### config.mk
export PLATFORM = sky130hd
export DESIGN_NAME = scan_chain_ctrl_flat
export DESIGN_NICKNAME = d
export VERILOG_FILES = /design/src/rtl/scan_chain_ctrl_if.sv /design/src/rtl/scan_chain_ctrl.sv /design/src/flat_wrapper.sv
export SDC_FILE = /design/constraint.sdc
export NUM_CORES = 1
export LEC_CHECK = 0
export ABC_CLOCK_PERIOD_IN_PS = 6700
export BUFFER_PORTS_ARGS = -buffer_cell sky130_fd_sc_hd__buf_2
export CAP_MARGIN = 20
export CORE_ASPECT_RATIO = 1.4
export CORE_MARGIN = 10
export CORE_UTILIZATION = 55
export CTS_CLUSTER_DIAMETER = 200
export DETAILED_ROUTE_END_ITERATION = 10
export PLACE_DENSITY = 0.78
export SLEW_MARGIN = 5
export SYNTH_ARGS = -nofsm -noshare
export SYNTH_HDL_FRONTEND = slang
export SYNTH_SLANG_ARGS = --single-unit
### constraint.sdc
create_clock -name CLK -period 6.7 [get_ports CLK]
set_input_delay 0.335 -clock CLK [delete_from_list [all_inputs] [get_ports CLK]]
set_output_delay 0.335 -clock CLK [all_outputs]
set_load 0.02 [all_outputs]
### src/rtl/scan_chain_ctrl_if.sv
// rtl/scan_chain_ctrl_if.sv - pattern request/response bus and scan-chain pins of scan_chain_ctrl
// SIG is present only when SCAN_CTRL_MISR_EN is defined.
interface scan_chain_ctrl_if #(
  parameter int CHAIN_LEN = 32
);
  logic                 START;
  logic [CHAIN_LEN-1:0] PAT_IN;
  logic [CHAIN_LEN-1:0] EXP_IN;
  logic                 SO;
  logic                 SE;
  logic                 SI;
  logic                 BUSY;
  logic                 DONE;
  logic                 FAIL;
  logic [CHAIN_LEN-1:0] RESP;
`ifdef SCAN_CTRL_MISR_EN
  logic [15:0]          SIG;

  modport slave  (input  START, PAT_IN, EXP_IN, SO,
                  output SE, SI, BUSY, DONE, FAIL, RESP, SIG);
  modport master (output START, PAT_IN, EXP_IN, SO,
                  input  SE, SI, BUSY, DONE, FAIL, RESP, SIG);
`else
  modport slave  (input  START, PAT_IN, EXP_IN, SO,
                  output SE, SI, BUSY, DONE, FAIL, RESP);
  modport master (output START, PAT_IN, EXP_IN, SO,
                  input  SE, SI, BUSY, DONE, FAIL, RESP);
`endif
endinterface

### src/rtl/scan_chain_ctrl.sv
// rtl/scan_chain_ctrl.sv - scan chain load / capture / unload / compare controller
// Optional serial CRC-16 signature of unloaded bits: define SCAN_CTRL_MISR_EN.
module scan_chain_ctrl #(
  parameter int CHAIN_LEN = 32,
  parameter int CNT_W     = 6
) (
  input  logic              CLK,
  input  logic              RSTB,
  scan_chain_ctrl_if.slave  bus
);

  typedef enum logic [2:0] {
    S_IDLE    = 3'd0,
    S_LOAD    = 3'd1,
    S_CAPTURE = 3'd2,
    S_UNLOAD  = 3'd3,
    S_CMP     = 3'd4
  } state_t;

  localparam logic [CNT_W-1:0] CNT_LAST = CNT_W'(CHAIN_LEN - 1);

  state_t               state_q, state_d;
  logic [CNT_W-1:0]     cnt_q, cnt_d;
  logic [CHAIN_LEN-1:0] pat_q, pat_d;
  logic [CHAIN_LEN-1:0] exp_q, exp_d;
  logic [CHAIN_LEN-1:0] resp_q, resp_d;
  logic                 fail_q, fail_d;
  logic                 se_q, se_d;
  logic                 si_q, si_d;
  logic                 busy_q, busy_d;
  logic                 done_q, done_d;
  logic                 accept;
  logic [CHAIN_LEN-1:0] load_src;
  logic [CNT_W-1:0]     load_idx;
`ifdef SCAN_CTRL_MISR_EN
  logic [15:0]          sig_q, sig_d;
`endif

  always_ff @(posedge CLK or negedge RSTB) begin
    if (!RSTB) begin
      state_q <= S_IDLE;
      cnt_q   <= '0;
      pat_q   <= '0;
      exp_q   <= '0;
      resp_q  <= '0;
      fail_q  <= 1'b0;
      se_q    <= 1'b0;
      si_q    <= 1'b0;
      busy_q  <= 1'b0;
      done_q  <= 1'b0;
`ifdef SCAN_CTRL_MISR_EN
      sig_q   <= 16'h0000;
`endif
    end else begin
      state_q <= state_d;
      cnt_q   <= cnt_d;
      pat_q   <= pat_d;
      exp_q   <= exp_d;
      resp_q  <= resp_d;
      fail_q  <= fail_d;
      se_q    <= se_d;
      si_q    <= si_d;
      busy_q  <= busy_d;
      done_q  <= done_d;
`ifdef SCAN_CTRL_MISR_EN
      sig_q   <= sig_d;
`endif
    end
  end

  always_comb begin
    state_d = state_q;
    cnt_d   = cnt_q;
    pat_d   = pat_q;
    exp_d   = exp_q;
    resp_d  = resp_q;
    fail_d  = fail_q;
    accept  = 1'b0;
`ifdef SCAN_CTRL_MISR_EN
    sig_d   = sig_q;
`endif
    case (state_q)
      S_IDLE, S_CMP: begin
        accept  = bus.START;
        state_d = bus.START ? S_LOAD : S_IDLE;
      end
      S_LOAD: begin
        if (cnt_q == CNT_LAST) begin
          state_d = S_CAPTURE;
          cnt_d   = '0;
        end else begin
          cnt_d = cnt_q + 1'b1;
        end
      end
      S_CAPTURE: begin
        state_d = S_UNLOAD;
        cnt_d   = '0;
      end
      S_UNLOAD: begin
        // SO is sampled before this edge shifts the chain, so bit k lands MSB-first.
        for (int i = 0; i < CHAIN_LEN; i++) begin
          if (cnt_q == CNT_W'(CHAIN_LEN - 1 - i)) resp_d[i] = bus.SO;
        end
`ifdef SCAN_CTRL_MISR_EN
        sig_d = {sig_q[14:0], 1'b0} ^ ({16{sig_q[15] ^ bus.SO}} & 16'h1021);
`endif
        if (cnt_q == CNT_LAST) begin
          state_d = S_CMP;
          cnt_d   = '0;
          fail_d  = (resp_d != exp_q);
        end else begin
          cnt_d = cnt_q + 1'b1;
        end
      end
      default: state_d = S_IDLE;
    endcase
    if (accept) begin
      pat_d  = bus.PAT_IN;
      exp_d  = bus.EXP_IN;
      fail_d = 1'b0;
      cnt_d  = '0;
    end
  end

  // Outputs are decoded from the next state so SE/SI/BUSY/DONE come straight from flops.
  always_comb begin
    se_d     = 1'b0;
    si_d     = 1'b0;
    busy_d   = 1'b0;
    done_d   = 1'b0;
    load_src = accept ? bus.PAT_IN : pat_q;
    load_idx = accept ? CNT_LAST : (CNT_LAST - 1'b1 - cnt_q);
    case (state_d)
      S_LOAD: begin
        se_d   = 1'b1;
        busy_d = 1'b1;
        for (int i = 0; i < CHAIN_LEN; i++) begin
          if (load_idx == CNT_W'(i)) si_d = load_src[i];
        end
      end
      S_CAPTURE: busy_d = 1'b1;
      S_UNLOAD: begin
        se_d   = 1'b1;
        busy_d = 1'b1;
      end
      S_CMP:   done_d = 1'b1;
      default: ;
    endcase
  end

  assign bus.SE   = se_q;
  assign bus.SI   = si_q;
  assign bus.BUSY = busy_q;
  assign bus.DONE = done_q;
  assign bus.FAIL = fail_q;
  assign bus.RESP = resp_q;
`ifdef SCAN_CTRL_MISR_EN
  assign bus.SIG  = sig_q;
`endif

endmodule

### src/flat_wrapper.sv
// flat-port wrapper written by rule: the top's interface ports become plain ports
module scan_chain_ctrl_flat 
#(
  parameter int CHAIN_LEN = 32,
  parameter int CNT_W     = 6
)
  (CLK, RSTB, bus_START, bus_PAT_IN, bus_EXP_IN, bus_SO, bus_SE, bus_SI, bus_BUSY, bus_DONE, bus_FAIL, bus_RESP);
  scan_chain_ctrl_if #(.CHAIN_LEN(CHAIN_LEN)) bus_i ();
  input  logic CLK;
  input  logic RSTB;
  input wire logic [$bits(bus_i.START)-1:0] bus_START;
  input wire logic [$bits(bus_i.PAT_IN)-1:0] bus_PAT_IN;
  input wire logic [$bits(bus_i.EXP_IN)-1:0] bus_EXP_IN;
  input wire logic [$bits(bus_i.SO)-1:0] bus_SO;
  output wire logic [$bits(bus_i.SE)-1:0] bus_SE;
  output wire logic [$bits(bus_i.SI)-1:0] bus_SI;
  output wire logic [$bits(bus_i.BUSY)-1:0] bus_BUSY;
  output wire logic [$bits(bus_i.DONE)-1:0] bus_DONE;
  output wire logic [$bits(bus_i.FAIL)-1:0] bus_FAIL;
  output wire logic [$bits(bus_i.RESP)-1:0] bus_RESP;
  assign bus_i.START = bus_START;
  assign bus_i.PAT_IN = bus_PAT_IN;
  assign bus_i.EXP_IN = bus_EXP_IN;
  assign bus_i.SO = bus_SO;
  assign bus_SE = bus_i.SE;
  assign bus_SI = bus_i.SI;
  assign bus_BUSY = bus_i.BUSY;
  assign bus_DONE = bus_i.DONE;
  assign bus_FAIL = bus_i.FAIL;
  assign bus_RESP = bus_i.RESP;
  scan_chain_ctrl #(.CHAIN_LEN(CHAIN_LEN), .CNT_W(CNT_W)) u_core (.CLK(CLK), .RSTB(RSTB), .bus(bus_i));
endmodule
==> results of run 1 <==
power by group:
part | switching [mW] | internal (mW) | leakage, nW
combinational | 0.0590 | 0.0449 | 1.95
clock | 0.268 | 0.307 | 0.149
sequential | 0.0263 | 0.687 | 1.35
total | 0.353 | 1.04 | 3.46
placed cells by master, fill, tap and decap left out, drive strengths merged, types with 6 or more instances in the layout:
master and n:
o31ai 17, nand2b 7, mux2i 17, clkbuf 10, nor2b 9, xor2 10, nand2 215, inv 13
nand4 11, nor3b 7, mux2 23, nand3b 6, a22oi 6, nor2 43, dfrtp 110, buf 109
o21ai 68, nor3 23, a21oi 19, nand3 15
cell type report:
type | count | area share
timing repair buffer | 109 | 0.0773
clock inverter | 6 | 0.0105
sequential | 110 | 0.380
clock buffer | 10 | 0.0330
tap | 144 | 0.0248
multi-input combinational | 585 | 0.469
inverter | 11 | 0.00569
layer usage:
layer	track usage	up-vias
li1	-	2771
met1	0.270	2826
met2	0.414	300
met3	0.0382	55
met4	0.127	0
met5	0	-
cells in the mapped netlist (all sizes together), types with 3 or more instances:
library cell	instances	area, µm²
nand2	215	810
dfrtp	110	2750
o21ai	68	344
nor2	43	166
clkbuf	33	174
mux2	23	259
nor3	23	126
buf	20	134
a21oi	19	95.1
mux2i	17	170
o31ai	17	128
nand3	15	75.1
nand4	11	68.8
inv	10	37.5
xor2	10	87.6
nor2b	9	56.3
nand2b	7	43.8
nor3b	7	67.6
a22oi	6	45.0
nand3b	6	70.1
a31oi	5	31.3
nor4	5	37.5
o2111ai	5	43.8
xnor2	5	43.8
a21boi	4	30.0
and2	4	25.0
and3b	4	38.8
ha	4	50.1
o32ai	4	35.0
or3b	4	37.5
a2111oi	3	38.8
and2b	3	26.3
o21a	3	22.5
o311ai	3	26.3
or2	3	18.8
registers in the layout, summed over array words and instances, names as in the netlist:
signal,cells
u_core.bus.BUSY,1
u_core.bus.SE,1
u_core.cnt_q,6
u_core.pat_q,32
u_core.bus.FAIL,1
u_core.bus.DONE,1
u_core.bus.RESP,32
u_core.bus.SI,1
u_core.state_q,3
u_core.exp_q,32
logic make-up after synthesis:
kind of cell               after synthesis  synth area share
and+or+nand+nor                        370             0.270
AOI/OAI and AO/OA                      154             0.151
DFF                                    110             0.424
buffers and inverters                   64            0.0538
muxes                                   42            0.0730
xor gates and xnor gates                15            0.0202
adders and majority gates                4           0.00771
path summary, 6_finish.rpt:
kind	start	slack, ns	end	cells past startpoint
hold reg to reg	u_core.pat_q[23]$_DFF_PN0_	0.48	u_core.pat_q[23]$_DFF_PN0_	2
setup reg to reg	u_core.cnt_q[0]$_DFFE_PN0P_	2.88	u_core.bus.SI$_DFF_PN0_	9
max in group asynchronous	RSTB	5.51	u_core.cnt_q[4]$_DFFE_PN0P_	2
min in group CLK	bus_PAT_IN[19]	0.15	u_core.pat_q[19]$_DFF_PN0_	3
hold / removal	RSTB	0.004	u_core.exp_q[14]$_DFFE_PN0N_	1
setup / recovery	u_core.cnt_q[0]$_DFFE_PN0P_	2.88	u_core.bus.SI$_DFF_PN0_	9
worst max-delay path: cells and delay by family, from the launching register on:
kind	cells	cell delay, ns
mux	1	0.59
fa+ha+maj	1	0.87
simple gates	1	0.08
flops	1	0.86
compound gates	5	0.82
buf+inv	1	0.47
stage by stage:
stage	setup WS, ns	hold WS (ns)	utilization
finish	2.88	0.00420	0.633
global route	2.59	0.0688	0.633
CTS	2.94	0.0451	0.633
detailed placement	2.97	0.424	0.606
global placement	3.13	0.411	0.606
floorplan	3.91	0.0394	-
==> results.toml, run 1 <==
[cts]
numCtsBuffers = 9
cts_max_level = 3
clkSlewWorstSetupHoldPaths_ns = 0.08
clock_tree_from_tritoncts = "done"
post_cts_setup_buffers = 0
post_cts_resize_count = 0
postCtsHoldBufs = 0
clock_insertion_delay_worst_skew_ns = 0.36
number_of_clock_sinks = 110
cts-root-to-sink-buffers = 2
clock_root_buffer = "sky130_fd_sc_hd__clkbuf_16"

[power_and_ir_drop]
irDropWorstVdd_v = 0.000110
total_power_mw = 1.39
leakage_nw = 3.46
power_density_nw_per_um2 = 192

[global_route]
remaining_global_route_overflow = 0
number_of_global_route_vias_before_repair = 5922
global_route.usage.total = 0.237
initial_antenna_violation_count = 0
grt_pass1_wl_um = 31900
grt_start_max_net_pins = 66

[place]
finalWeightedCongestion = 0.954
dp_area_um2 = 6940
detailed_placer_s_ending_hpwl_um = 14600
placed_cells_incl_taps = 959
io_buffer_count = 104

[yosys]
mappedNetlistNets = 831
synth_async_sr_flop_share = 1.00
yosys_warnings = 0
synthesis.area_um2 = 6490
postSynth.topFlopCell = "sky130_fd_sc_hd__dfrtp_1"
post_synth_edffs = 0
synth.ff_latch_count = 110
synthesis.area_per_instance_um2 = 8.56
unique_cell_type_count_in_the_yosys_netlist = 74
syn-instance-count = 759
seq_area_frac_synth = 0.424

[route]
dr_wl_met3_um = 1390
post-route-drc-count = 0
detailroute.wirelength.met2_um = 10300
detail_route.vias_per_cell = 6.10
route.vias.total = 5952
finalWirelength_um = 20100
met1_length_um = 7580
routed.top_layer = "met4"
detail-route-antenna-nets = 0
wire_per_inst_um = 20.7
drtPass1Iterations = 5
drt-initial-drc-count = 419

[floorplanning]
row_count = 46
chipWidth_um = 112
io_pins = 105
initial_core_util = 0.567
floorplan.core_area_um2 = 11500
design.die.area_um2 = 16600
fp.dieH_um = 149

[sta]
min_period_over_period = 0.570
timing.max_slew.rel_slack = 0.280
slew_viol_final = 0
fin_skew_ns = 0.00589
tightestPinTransition_ns = 1.08
final_period_minus_worst_setup_slack_ns = 3.82
fmax_mhz = 262
setup_tns_final_ns = 0
timing_hold_violations_final = 0
report.final.setup_viol = 0
grt_setup_unrepaired = "no"

[cells_and_area]
area.growth.synth_to_final_pct = 11.7
register_area_um2 = 2750
share_of_post_route_cells_with_drive_strength_above_1 = 0.211
multiInputGateArea_um2 = 3400
diodes = 0
finalInstanceArea_um2 = 7250
final_net_count = 898
fill_cells = 1016
stdcell_count = 975

[setup_path]
crit_required_ns = 6.95
critical_path.cell_chain = "clkinv_1, ha_1, mux4_2, nand2_1, o21ai_0, a32o_1, a211o_1, a21oi_1, o21ai_1"
critical_path_arrival_ns = 4.07
worstSetupPathType = "flop to flop"
critical-path-max-stage-delay_ns = 0.87
worst_path_max_delay_cell = "sky130_fd_sc_hd__ha_1"
cp_max_fo = 26
cp-start-kind = "flop"
critPathCaptureType = "flop"

[status]
status = "finished, final reports clean"

[min_path]
min_path_type = "input port to async pin"

[job]
max_cap_violation_count = 0
Note: power is estimated with default switching activity, not from simulation.
==> inputs of run 2 (changes only) <==
--- a/config.mk
+++ b/config.mk
@@ -5,15 +5,16 @@
 export SDC_FILE = /design/constraint.sdc
 export NUM_CORES = 1
 export LEC_CHECK = 0
-export ABC_CLOCK_PERIOD_IN_PS = 6700
+export ABC_AREA = 1
+export ABC_CLOCK_PERIOD_IN_PS = 3500
 export BUFFER_PORTS_ARGS = -buffer_cell sky130_fd_sc_hd__buf_2
 export CAP_MARGIN = 20
 export CORE_ASPECT_RATIO = 1.4
 export CORE_MARGIN = 10
-export CORE_UTILIZATION = 55
+export CORE_UTILIZATION = 51
 export CTS_CLUSTER_DIAMETER = 200
 export DETAILED_ROUTE_END_ITERATION = 10
-export PLACE_DENSITY = 0.78
+export PLACE_DENSITY = 0.77
 export SLEW_MARGIN = 5
 export SYNTH_ARGS = -nofsm -noshare
 export SYNTH_HDL_FRONTEND = slang
==> constraint.sdc (replaced) <==
create_clock -name CLK -period 3.5 [get_ports CLK]
set_input_delay 0.175 -clock CLK [delete_from_list [all_inputs] [get_ports CLK]]
set_output_delay 0.175 -clock CLK [all_outputs]
set_load 0.02 [all_outputs]
==> run 2 against run 1 <==
Effect of this change: largest power group unchanged; combinational power down 5%; global-route usage down 4.3 points; via count down 15%; sequential share of layout area up 2.9 points.
==> results.toml, run 2 <==
[status]
status = "finished, final reports clean"

[cts]
clock_root_buffer = "sky130_fd_sc_hd__clkbuf_16"
numCtsBuffers = 9
cts_max_level = 3
clock_tree_from_tritoncts = "done"
clkSlewWorstSetupHoldPaths_ns = 0.07
clock_insertion_delay_worst_skew_ns = 0.36
cts-root-to-sink-buffers = 2
number_of_clock_sinks = 110

[place]
finalWeightedCongestion = 0.941
dp_area_um2 = 6430
io_buffer_count = 104
detailed_placer_s_ending_hpwl_um = 11600
placement.setup.worst_slack_ns = 0.566

[setup_path]
critPathCaptureType = "flop"
crit_buf_inv = 3
cp-start-kind = "flop"
critical_path_arrival_ns = 3.29
critical-path-top-delay-family = "simple AND/OR/NAND/NOR gates"
worstSetupPathType = "flop to flop"
cp_max_fo = 7
count_of_cell_instances_traversed_by_the_critical_path = 26
worst_path_max_delay_cell = "sky130_fd_sc_hd__dfrtp_1"
cpMostUsedCell = "sky130_fd_sc_hd__nand2_1"
critical-path-max-stage-delay_ns = 0.47
worst-r2r-cell-count = 26
crit_required_ns = 3.78

[power_and_ir_drop]
power.switching_fraction = 0.220
power_frac_comb = 0.041
leakage_nw = 3.54
p_switching_mw = 0.533
irDropWorstVdd_v = 0.000233
part_of_the_total_power_dissipated_in_the_clock_network = 0.432
pwr-share-seq = 0.527
power_density_nw_per_um2 = 360
intPower_mw = 1.89

[yosys]
synthesis.area_per_instance_um2 = 7.77
synth.ff_latch_count = 110
synth_commonest_cells = "sky130_fd_sc_hd__nand2_1, sky130_fd_sc_hd__dfrtp_1, sky130_fd_sc_hd__inv_1"
synth.largest_area_cell = "sky130_fd_sc_hd__dfrtp_1"
post_synth_main_area_contributors = "sky130_fd_sc_hd__dfrtp_1, sky130_fd_sc_hd__nand2_1, sky130_fd_sc_hd__o21ai_0"
synth_async_sr_flop_share = 1.00
seq_area_frac_synth = 0.475
synthesis.area_um2 = 5790
cell_with_the_most_instances_after_synthesis = "sky130_fd_sc_hd__nand2_1"
unique_cell_type_count_in_the_yosys_netlist = 36
synthDominantCellAreaShare = 0.475
postSynth.topFlopCell = "sky130_fd_sc_hd__dfrtp_1"
yosys_warnings = 0
syn-instance-count = 745
post_synth_edffs = 0
mappedNetlistNets = 817

[global_route]
number_of_global_route_vias_before_repair = 5146
grt_start_max_net_pins = 61
global_route.usage.total = 0.194
initial_antenna_violation_count = 0
remaining_global_route_overflow = 0
grt_pass1_wl_um = 25000

[floorplanning]
fp.dieH_um = 146
row_count = 46
design.die.area_um2 = 16100
floorplan.core_area_um2 = 11200
initial_core_util = 0.516
chipWidth_um = 110
io_pins = 105

[route]
drtPass1Iterations = 6
route.vias.total = 5080
detail-route-antenna-nets = 0
finalWirelength_um = 15200
drt-initial-drc-count = 404
detail_route.vias_per_cell = 5.12
wire_per_inst_um = 15.3
post-route-drc-count = 0

[sta]
final_period_minus_worst_setup_slack_ns = 3.01
grt_setup_unrepaired = "no"
tightestPinTransition_ns = 0.776
fin_skew_ns = 0.0100
min_period_over_period = 0.860
timing.max_slew.rel_slack = 0.483
timing_hold_violations_final = 0
fmax_mhz = 332
report.final.setup_viol = 0
slew_viol_final = 0
setup_slack_ns = 0.491
setup_tns_final_ns = 0

[cells_and_area]
final_net_count = 915
mostFrequentLayoutCell = "sky130_fd_sc_hd__nand2_1"
share_of_post_route_cells_with_drive_strength_above_1 = 0.193
diodes = 0
final_cell_mix = "sky130_fd_sc_hd__nand2_1, sky130_fd_sc_hd__dfrtp_1, sky130_fd_sc_hd__buf_2"
finalInstanceArea_um2 = 6740
area.growth.synth_to_final_pct = 16.4

[min_path]
min_path_type = "input port to flop"
worst_hold_path.num_cells = 3

[job]
max_cap_violation_count = 0
[run 2: cell count changes after synthesis, moves of 8 or more]
| cell | before | now |
|---|---|---|
| sky130_fd_sc_hd__clkbuf_1 | 28 | 14 |
| sky130_fd_sc_hd__o31ai_1 | 17 | 0 |
| sky130_fd_sc_hd__nor2b_1 | 9 | 0 |
| sky130_fd_sc_hd__nand2_1 | 214 | 244 |
| sky130_fd_sc_hd__nand3_1 | 15 | 44 |
| sky130_fd_sc_hd__mux2_2 | 23 | 0 |
| sky130_fd_sc_hd__inv_1 | 10 | 72 |
| sky130_fd_sc_hd__nor2_1 | 41 | 51 |
| sky130_fd_sc_hd__o21ai_1 | 8 | 0 |
| sky130_fd_sc_hd__nand2_2 | 1 | 9 |
| sky130_fd_sc_hd__inv_2 | 0 | 11 |
| sky130_fd_sc_hd__nor3_1 | 22 | 0 |
[run 2: power by group through the flow]
stage | registers (mW) | logic [mW] | clock network [mW]
floorplan | 1.31 | 0.0177 | 0
global placement | 1.30 | 0.0995 | 0
detailed placement | 1.30 | 0.100 | 0
CTS | 1.28 | 0.102 | 1.05
global route | 1.28 | 0.113 | 1.10
finish | 1.28 | 0.0991 | 1.05
[run 2: worst paths after layout]
| path | startpoint | to | slack [ns] |
|---|---|---|---|
| worst max-delay path | u_core.cnt_q[0]$_DFFE_PN0P_ | u_core.bus.SI$_DFF_PN0_ | 0.49 |
| max in group asynchronous | RSTB | u_core.pat_q[15]$_DFF_PN0_ | 2.23 |
| min in group asynchronous | RSTB | u_core.pat_q[2]$_DFF_PN0_ | 0.44 |
| worst min-delay path | bus_EXP_IN[30] | u_core.exp_q[30]$_DFFE_PN0N_ | 0.007 |
| worst min register to register | u_core.pat_q[20]$_DFF_PN0_ | u_core.pat_q[20]$_DFF_PN0_ | 0.47 |
| worst max register to register | u_core.cnt_q[0]$_DFFE_PN0P_ | u_core.bus.SI$_DFF_PN0_ | 0.49 |
[run 2: final cells by class]
class / count / area (µm²)
clock buffers: 12 / 246
repair buffers: 114 / 601
flip-flops and latches: 110 / 2750
multi-input cells: 525 / 2600
fillers: 1055 / 4480
inverters: 83 / 312
clock inverters: 4 / 55.1
well taps: 144 / 180
[run 2: worst reg2reg max path, delay by kind of cell, from the launching register on]
kind | cells | cell delay [ns]
DFF | 1 | 0.47
AOI/OAI and AO/OA | 1 | 0.11
adders and majority gates | 1 | 0.34
buffers and inverters | 3 | 0.30
and+or+nand+nor | 21 | 1.71
[run 2: layer usage]
| layer | GRT usage | share of wire | up-vias |
|---|---|---|---|
| li1 | - | - | 2578 |
| met3 | 0.0352 | 0.054 | 25 |
| met2 | 0.332 | 0.51 | 145 |
| met5 | 0 | 0 | - |
| met4 | 0.0731 | 0.025 | 0 |
| met1 | 0.231 | 0.41 | 2332 |
[run 2: what timing repair did]
action	4_1_cts	5_1_grt
gates resized for setup	0	0
endpoints found under the hold margin	58	0
buffers inserted	0	0
hold buffers	1	0
[run 2: kinds of logic (layout without fill, tap and decap cells)]
group	count (synthesis)	count (layout)	synth area share
simple gates	381	381	0.285
compound gates	110	110	0.106
flops	110	110	0.475
buf+inv	110	213	0.0763
xor+xnor	17	17	0.0257
mux	13	13	0.0225
fa+ha+maj	4	4	0.00864
[run 2: stage by stage]
stage / power [mW] / utilization / std cells / hold WS [ns]
6_report: 2.43 / 0.601 / 992 / 0.00663
3_5_place_dp: 1.41 / 0.573 / 975 / 0.288
3_3_place_gp: 1.40 / 0.573 / 975 / 0.289
2_1_floorplan: 1.33 / - / 745 / -0.121
5_1_grt: 2.49 / 0.601 / 992 / 0.0176
4_1_cts: 2.44 / 0.601 / 992 / 0.00271
